===== config.mk =====
export PLATFORM = sky130hd
export DESIGN_NAME = pc_unit_flat
export DESIGN_NICKNAME = d
export VERILOG_FILES = /design/src/rtl/pc_pkg.sv /design/src/rtl/pc_unit_if.sv /design/src/rtl/pc_ras.sv /design/src/rtl/pc_unit.sv /design/src/flat_wrapper.sv
export SDC_FILE = /design/constraint.sdc
export NUM_CORES = 1
export LEC_CHECK = 0
export CAP_MARGIN = 15
export CORE_ASPECT_RATIO = 1.75
export CORE_UTILIZATION = 48
export DETAILED_ROUTE_END_ITERATION = 7
export PLACE_DENSITY = 0.8
export SLEW_MARGIN = 5
export SYNTH_ARGS = -nofsm -noshare
export SYNTH_HDL_FRONTEND = slang
export SYNTH_SLANG_ARGS = --single-unit

===== constraint.sdc =====
create_clock -name clk -period 4.4 [get_ports clk]
set_input_delay 0.44 -clock clk [delete_from_list [all_inputs] [get_ports clk]]
set_output_delay 0.44 -clock clk [all_outputs]
set_load 0.005 [all_outputs]

===== src/rtl/pc_pkg.sv =====
// Shared types and constants for the program-counter unit.
package pc_pkg;

    // Next-PC source, listed from highest to lowest priority.
    typedef enum logic [2:0] {
        NPC_RESET,
        NPC_EXC,
        NPC_ERET,
        NPC_HOLD,
        NPC_RET,
        NPC_JUMP,
        NPC_BRANCH,
        NPC_SEQ
    } npc_sel_t;

    // Size of one instruction in bytes; the sequential PC step.
    localparam int INSTR_BYTES = 4;

endpackage


===== src/rtl/pc_unit_if.sv =====
// Control/status bundle between the core control path and the PC unit.
interface pc_unit_if #(
    parameter int WIDTH = 32
) ();

    logic             Stall;
    logic             BranchTaken;
    logic [WIDTH-1:0] BranchTarget;
    logic             Jump;
    logic             JumpLink;
    logic             Return;
    logic [WIDTH-1:0] JumpTarget;
    logic             Exception;
    logic             Eret;

    logic [WIDTH-1:0] PC;
    logic [WIDTH-1:0] PCPlus4;
    logic [WIDTH-1:0] EPC;
    logic             AlignErr;
    logic             RasUnderflow;
    logic             RasEmpty;
    logic             RasFull;

    // Control unit side: drives redirect requests, observes the PC state.
    modport master (
        output Stall, BranchTaken, BranchTarget, Jump, JumpLink, Return,
               JumpTarget, Exception, Eret,
        input  PC, PCPlus4, EPC, AlignErr, RasUnderflow, RasEmpty, RasFull
    );

    // PC unit side.
    modport slave (
        input  Stall, BranchTaken, BranchTarget, Jump, JumpLink, Return,
               JumpTarget, Exception, Eret,
        output PC, PCPlus4, EPC, AlignErr, RasUnderflow, RasEmpty, RasFull
    );

endinterface


===== src/rtl/pc_ras.sv =====
// Return-address stack: circular buffer with a saturating entry count.
// A push when full silently overwrites the oldest entry.
module pc_ras
    import pc_pkg::*;
#(
    parameter int WIDTH = 32,
    parameter int DEPTH = 4
) (
    input  logic             clk,
    input  logic             Reset,
    input  logic             push,
    input  logic             pop,
    input  logic [WIDTH-1:0] din,
    output logic [WIDTH-1:0] dout,
    output logic             empty,
    output logic             full
);

    localparam int PW = $clog2(DEPTH);
    localparam int CW = $clog2(DEPTH + 1);

    logic [WIDTH-1:0] mem [DEPTH];
    logic [PW-1:0]    ptr;
    logic [CW-1:0]    count;

    assign dout  = mem[ptr - PW'(1)];
    assign empty = (count == '0);
    assign full  = (count == CW'(DEPTH));

    // Pointer and count bookkeeping; push and pop are never requested together.
    always_ff @(posedge clk) begin
        if (Reset) begin
            ptr   <= '0;
            count <= '0;
        end else if (push) begin
            ptr <= ptr + PW'(1);
            if (!full) begin
                count <= count + CW'(1);
            end
        end else if (pop && !empty) begin
            ptr   <= ptr - PW'(1);
            count <= count - CW'(1);
        end
    end

    // Entry storage is written at the slot the pointer names.
    always_ff @(posedge clk) begin
        if (push) begin
            mem[ptr] <= din;
        end
    end

endmodule


===== src/rtl/pc_unit.sv =====
// Program-counter unit: next-PC priority select, alignment trap,
// exception PC and return-address stack for the monocycle core.
module pc_unit
    import pc_pkg::*;
#(
    parameter int               WIDTH        = 32,
    parameter logic [WIDTH-1:0] RESET_VECTOR = '0,
    parameter logic [WIDTH-1:0] EXC_VECTOR   = 'h80,
    parameter int               RAS_DEPTH    = 4
) (
    input logic        clk,
    input logic        Reset,
    pc_unit_if.slave   bus
);

    logic [WIDTH-1:0] pc;
    logic [WIDTH-1:0] pc_plus4;
    logic [WIDTH-1:0] epc;
    logic             align_err;
    logic             ras_underflow;
    logic [WIDTH-1:0] ras_top;
    logic             ras_empty;
    logic             ras_full;
    npc_sel_t         sel;
    logic [WIDTH-1:0] target;
    logic             misaligned;
    logic             ras_push;
    logic             ras_pop;

    assign pc_plus4 = pc + WIDTH'(INSTR_BYTES);

    // Pick the next-PC source by strict priority; Eret yields to Stall.
    always_comb begin
        sel = NPC_SEQ;
        if (Reset)                sel = NPC_RESET;
        else if (bus.Exception)   sel = NPC_EXC;
        else if (bus.Stall)       sel = NPC_HOLD;
        else if (bus.Eret)        sel = NPC_ERET;
        else if (bus.Return)      sel = NPC_RET;
        else if (bus.Jump)        sel = NPC_JUMP;
        else if (bus.BranchTaken) sel = NPC_BRANCH;
    end

    // Resolve the redirect target and trap it if it is not word aligned.
    always_comb begin
        target     = pc_plus4;
        misaligned = 1'b0;
        case (sel)
            NPC_RET:    target = ras_empty ? bus.JumpTarget : ras_top;
            NPC_JUMP:   target = bus.JumpTarget;
            NPC_BRANCH: target = bus.BranchTarget;
            default:    target = pc_plus4;
        endcase
        if ((sel == NPC_RET) || (sel == NPC_JUMP) || (sel == NPC_BRANCH)) begin
            misaligned = (target[1:0] != 2'b00);
        end
    end

    // A trapped redirect must leave the stack untouched.
    assign ras_push = (sel == NPC_JUMP) && bus.JumpLink && !misaligned;
    assign ras_pop  = (sel == NPC_RET) && !misaligned;

    pc_ras #(
        .WIDTH (WIDTH),
        .DEPTH (RAS_DEPTH)
    ) u_ras (
        .clk   (clk),
        .Reset (Reset),
        .push  (ras_push),
        .pop   (ras_pop),
        .din   (pc_plus4),
        .dout  (ras_top),
        .empty (ras_empty),
        .full  (ras_full)
    );

    // PC, EPC and sticky-for-one-cycle flags; flags freeze while stalled.
    always_ff @(posedge clk) begin
        if (Reset) begin
            pc            <= RESET_VECTOR;
            epc           <= '0;
            align_err     <= 1'b0;
            ras_underflow <= 1'b0;
        end else begin
            if (!bus.Stall) begin
                align_err     <= 1'b0;
                ras_underflow <= 1'b0;
            end
            if (misaligned) begin
                epc       <= pc;
                pc        <= EXC_VECTOR;
                align_err <= 1'b1;
            end else begin
                case (sel)
                    NPC_EXC: begin
                        epc <= pc;
                        pc  <= EXC_VECTOR;
                    end
                    NPC_ERET: pc <= epc;
                    NPC_HOLD: pc <= pc;
                    NPC_RET: begin
                        pc <= target;
                        if (ras_empty) begin
                            ras_underflow <= 1'b1;
                        end
                    end
                    default: pc <= target;
                endcase
            end
        end
    end

    assign bus.PC           = pc;
    assign bus.PCPlus4      = pc_plus4;
    assign bus.EPC          = epc;
    assign bus.AlignErr     = align_err;
    assign bus.RasUnderflow = ras_underflow;
    assign bus.RasEmpty     = ras_empty;
    assign bus.RasFull      = ras_full;

endmodule

===== src/flat_wrapper.sv =====
// flat-port wrapper written by rule: the top's interface ports become plain ports
module pc_unit_flat import pc_pkg::*;
#(
    parameter int               WIDTH        = 32,
    parameter logic [WIDTH-1:0] RESET_VECTOR = '0,
    parameter logic [WIDTH-1:0] EXC_VECTOR   = 'h80,
    parameter int               RAS_DEPTH    = 4
)
  (clk, Reset, bus_Stall, bus_BranchTaken, bus_BranchTarget, bus_Jump, bus_JumpLink, bus_Return, bus_JumpTarget, bus_Exception, bus_Eret, bus_PC, bus_PCPlus4, bus_EPC, bus_AlignErr, bus_RasUnderflow, bus_RasEmpty, bus_RasFull);
  pc_unit_if #(.WIDTH(WIDTH)) bus_i ();
  input logic clk;
  input logic Reset;
  input wire logic [$bits(bus_i.Stall)-1:0] bus_Stall;
  input wire logic [$bits(bus_i.BranchTaken)-1:0] bus_BranchTaken;
  input wire logic [$bits(bus_i.BranchTarget)-1:0] bus_BranchTarget;
  input wire logic [$bits(bus_i.Jump)-1:0] bus_Jump;
  input wire logic [$bits(bus_i.JumpLink)-1:0] bus_JumpLink;
  input wire logic [$bits(bus_i.Return)-1:0] bus_Return;
  input wire logic [$bits(bus_i.JumpTarget)-1:0] bus_JumpTarget;
  input wire logic [$bits(bus_i.Exception)-1:0] bus_Exception;
  input wire logic [$bits(bus_i.Eret)-1:0] bus_Eret;
  output wire logic [$bits(bus_i.PC)-1:0] bus_PC;
  output wire logic [$bits(bus_i.PCPlus4)-1:0] bus_PCPlus4;
  output wire logic [$bits(bus_i.EPC)-1:0] bus_EPC;
  output wire logic [$bits(bus_i.AlignErr)-1:0] bus_AlignErr;
  output wire logic [$bits(bus_i.RasUnderflow)-1:0] bus_RasUnderflow;
  output wire logic [$bits(bus_i.RasEmpty)-1:0] bus_RasEmpty;
  output wire logic [$bits(bus_i.RasFull)-1:0] bus_RasFull;
  assign bus_i.Stall = bus_Stall;
  assign bus_i.BranchTaken = bus_BranchTaken;
  assign bus_i.BranchTarget = bus_BranchTarget;
  assign bus_i.Jump = bus_Jump;
  assign bus_i.JumpLink = bus_JumpLink;
  assign bus_i.Return = bus_Return;
  assign bus_i.JumpTarget = bus_JumpTarget;
  assign bus_i.Exception = bus_Exception;
  assign bus_i.Eret = bus_Eret;
  assign bus_PC = bus_i.PC;
  assign bus_PCPlus4 = bus_i.PCPlus4;
  assign bus_EPC = bus_i.EPC;
  assign bus_AlignErr = bus_i.AlignErr;
  assign bus_RasUnderflow = bus_i.RasUnderflow;
  assign bus_RasEmpty = bus_i.RasEmpty;
  assign bus_RasFull = bus_i.RasFull;
  pc_unit #(.WIDTH(WIDTH), .RESET_VECTOR(RESET_VECTOR), .EXC_VECTOR(EXC_VECTOR), .RAS_DEPTH(RAS_DEPTH)) u_core (.clk(clk), .Reset(Reset), .bus(bus_i));
endmodule

==> reports/metrics.csv, run 1 <==
stage,metric,value,unit
cells_and_area,Final Instance Area,0.0121,mm^2
power_and_ir_drop,sequential power share,0.510,
yosys,Syn Nets,846,
die,DIE WIDTH,108,um
cts,postcts setup bufs,0,
setup_path,CP max stage cell,clkdlybuf4s50_1,
setup_path,critical path class,register to primary output,
sta,RSZ-0062 raised after global routing,no,
cts,post-cts sizing count,0,
drt,WL/cell,25.6,um
drt,Detail Route Antenna Nets,0,
yosys,Post-synth top flop,edfxtp_1,
setup_path,r2r startpoint,u_core.u_ras.ptr[0],
setup_path,WP buf/inv,2,
power_and_ir_drop,sw frac,0.246,
yosys,Yosys top cell area share,0.409,
yosys,post-synth top area cell,edfxtp_1,
sta,final setup vio count,0,
yosys,average size of a mapped cell,12.3,um^2
die,I/O pin cnt,173,
global_route,antenna violations before repair,0,
global_route,number of global-route vias before repair,7719,
cts,CTS root buf,clkbuf_16,
global_route,gr ovfl total,0,
die,# rows,67,
yosys,Mapped Cells,767,
yosys,Synthesis Warnings,0,
sta,crit share post-route,0.878,
cts,CTS Buffer Depth,2,
place,Post-Place Cells,1162,
run_status,status,completed,
setup_path,WP data arrival,3.42,ns
place,hpwl dp,21500,um
yosys,Netlist cell types,57,
sta,Peak Freq,259,MHz
sta,Clock Skew,0.0144,ns
cts,clock slew at reported path FFs,0.08,ns
cts,htree depth,4,
yosys,Post-synth EDFFs,128,
global_route,pin count of the biggest net entering global routing,42,
cts,clk_lat worst skew,0.44,ns
cts,CTS sink cnt,199,
yosys,Synth area leaders,"edfxtp_1 (41%), dfxtp_1 (15%), mux4_2 (7.7%)",
global_route,first-pass GRT wire length,45700,um
drt,DR iter-0 viols,756,
setup_path,most frequent CP cell,nand4_1,
cells_and_area,"most common cell after layout, fill and taps aside",clkdlybuf4s50_1,
setup_path,critical path startpoint category,register,
cells_and_area,Post-Layout Cell Count,1195,
die,Core ar.,0.0192,mm^2
setup_path,CP Capture Type,primary output,
setup_path,cell count along the critical path,6,
place,gpl congestion,0.920,
power_and_ir_drop,power share of the clock group,0.393,
sta,setup TNS,0,ns
yosys,ys async rst share,0,
setup_path,Worst Reg-to-Reg Cells,10,
cells_and_area,most frequent cells in the layout,"clkdlybuf4s50_1 (172), edfxtp_1 (128), dfxtp_1 (70), nand2_1 (65), a21oi_1 (54)",
setup_path,CP top delay family,simple AND/OR/NAND/NOR gates,
setup_path,capturing point of the worst reg2reg path,u_core.u_ras.mem[1][11],
setup_path,worst-path cell chain,nand4_1 > nor4_2 > buf_4 > nand4_1 > xnor2_1 > clkdlybuf4s50_1,
drt,first drt pass iteration count,6,
power_and_ir_drop,P_int,2.99,mW
power_and_ir_drop,Tot Pwr,3.96,mW
die,die height,187,um
cells_and_area,final net count,1020,
drt,routed vias/inst,6.53,
power_and_ir_drop,net switching power,0.975,mW
sta,worst hold slack,0.482,ns
cts,CTS buffer count,17,
drt,DRC,0,
sta,Slew headroom,0.250,
power_and_ir_drop,maximum vdd drop,0.000257,V
place,port bufs,172,
drt,final wirelength,30700,um
setup_path,"Req. time, crit path",3.96,ns
cells_and_area,# fillers,1417,
cells_and_area,Area Overhead vs Synth,29.0,%
setup_path,Setup crit end,bus_PCPlus4[30],
setup_path,reg2reg setup slack,0.56,ns
power_and_ir_drop,static leakage,4.13,nW
sta,count of final max-slew check failures,0,
setup_path,crit path max fanout,9,
yosys,synthesized area,0.00941,mm^2
cells_and_area,Antenna Diode Count,0,
cts,CTS tree,yes,
cts,Post-CTS Hold Fix Bufs,0,
drt,via count,7801,
die,Initial Util,0.490,
setup_path,crit path from,u_core.bus.PC[4],
global_route,total track usage,0.309,
power_and_ir_drop,PD cells,326,mW/mm^2
power_and_ir_drop,Comb power frac,0.097,
cells_and_area,share of cells above drive strength 1,0.142,
place,"Cell Area, Placed",0.0115,mm^2
yosys,register area share after synthesis,0.560,
sta,Worst Max-Slew Pin Slew,1.11,ns
yosys,synthesized flop and latch total,199,
setup_path,CP max stage delay,0.63,ns
sta,"Hold Vio Cnt, Final",0,
job,max cap viols,0,
worst_hold_path,Hold Path Class,register to register,
sta,fin crit period,3.86,ns
die,Die Footprint,0.0202,mm^2
-- sequential cells by signal, indices dropped and copies added (netlist names) --
register                 count
u_core.u_ras.ptr             2
u_core.bus.PC               32
u_core.bus.EPC              32
u_core.bus.AlignErr          1
u_core.u_ras.count           3
u_core.bus.RasUnderflow      1
u_core.u_ras.mem           128
-- Yosys cell counts, types with 4 or more instances --
cell type	n
edfxtp_1	128
dfxtp_1	71
nand2_1	65
a21oi_1	55
clkbuf_1	48
mux4_2	32
nor2b_1	30
nor2_1	29
a22oi_1	28
o21ai_0	21
xnor2_1	20
nand3_1	18
a32o_1	14
mux2_1	13
nand4_1	13
inv_1	12
nor3_1	12
o211ai_1	12
mux2i_1	11
and3_1	10
mux2_4	10
a21o_1	9
xor2_1	9
a211o_1	8
a211oi_1	7
ha_1	6
nor4_1	6
a221oi_1	5
o221ai_1	5
a221o_1	4
buf_2	4
buf_6	4
-- routing by layer --
metal	vias up	GRT usage	wire, um
met1	3735	0.354	10100
met4	0	0.170	1940
met5	-	0	0
met2	624	0.535	15800
met3	143	0.0544	2830
li1	3299	-	-
-- worst min-delay path by stage --
| stage | cells after the start | endpoint | from | slack [ns] |
|---|---|---|---|---|
| after floorplan | 2 | u_core.bus.AlignErr | u_core.bus.AlignErr | 0.45 |
| after global placement | 2 | u_core.bus.RasUnderflow | u_core.bus.RasUnderflow | 0.46 |
| after detailed placement | 2 | u_core.bus.RasUnderflow | u_core.bus.RasUnderflow | 0.47 |
| after CTS | 2 | u_core.bus.EPC[3] | u_core.bus.EPC[3] | 0.48 |
| after global routing | 2 | u_core.bus.RasUnderflow | u_core.bus.RasUnderflow | 0.52 |
| final | 2 | u_core.bus.RasUnderflow | u_core.bus.RasUnderflow | 0.48 |
-- metrics by stage --
| step | setup slack, ns | util |
|---|---|---|
| after floorplan | 0.293 | - |
| after CTS | 0.561 | 0.631 |
| after global routing | 0.383 | 0.632 |
| after detailed placement | 0.596 | 0.601 |
| final | 0.538 | 0.632 |
| after global placement | 0.674 | 0.601 |
-- tightest hold or removal path: stages (launching register included) --
cell	delay, ns
dfxtp_1	0.32
nand2_1	0.06
a21oi_1	0.05
-- power groups by stage --
stage          clock network [mW]  logic [mW]  registers [mW]
3_5_place_dp                    0       0.369            2.06
2_1_floorplan                   0       0.168            2.05
4_1_cts                      1.56       0.373            2.02
5_1_grt                      1.63       0.398            2.02
6_report                     1.56       0.383            2.02
3_3_place_gp                    0       0.365            2.06
-- cell type report --
type | count | area, um^2 | area share
Multi-Input combinational cell | 495 | 3850 | 0.317
Timing Repair Buffer | 216 | 2080 | 0.172
Clock inverter | 14 | 161 | 0.0133
Sequential cell | 199 | 5270 | 0.434
Inverter | 12 | 45.0 | 0.00371
Clock buffer | 18 | 429 | 0.0354
Tap cell | 241 | 302 | 0.0248
-- cells by family after synthesis --
| group | count (synthesis) | share of synthesized area |
|---|---|---|
| compound gates | 189 | 0.141 |
| xor+xnor | 29 | 0.0270 |
| flops | 199 | 0.560 |
| buf+inv | 73 | 0.0337 |
| mux | 69 | 0.123 |
| fa+ha+maj | 6 | 0.00798 |
| simple gates | 202 | 0.108 |
No activity file was read; power rests on OpenSTA's default activity.
==> run 2, diff against run 1 <==
- CTS_CLUSTER_DIAMETER: not set -> 80
==> results of run 2 <==
No change in the layout: final DEF, timing and power equal those of run 1.
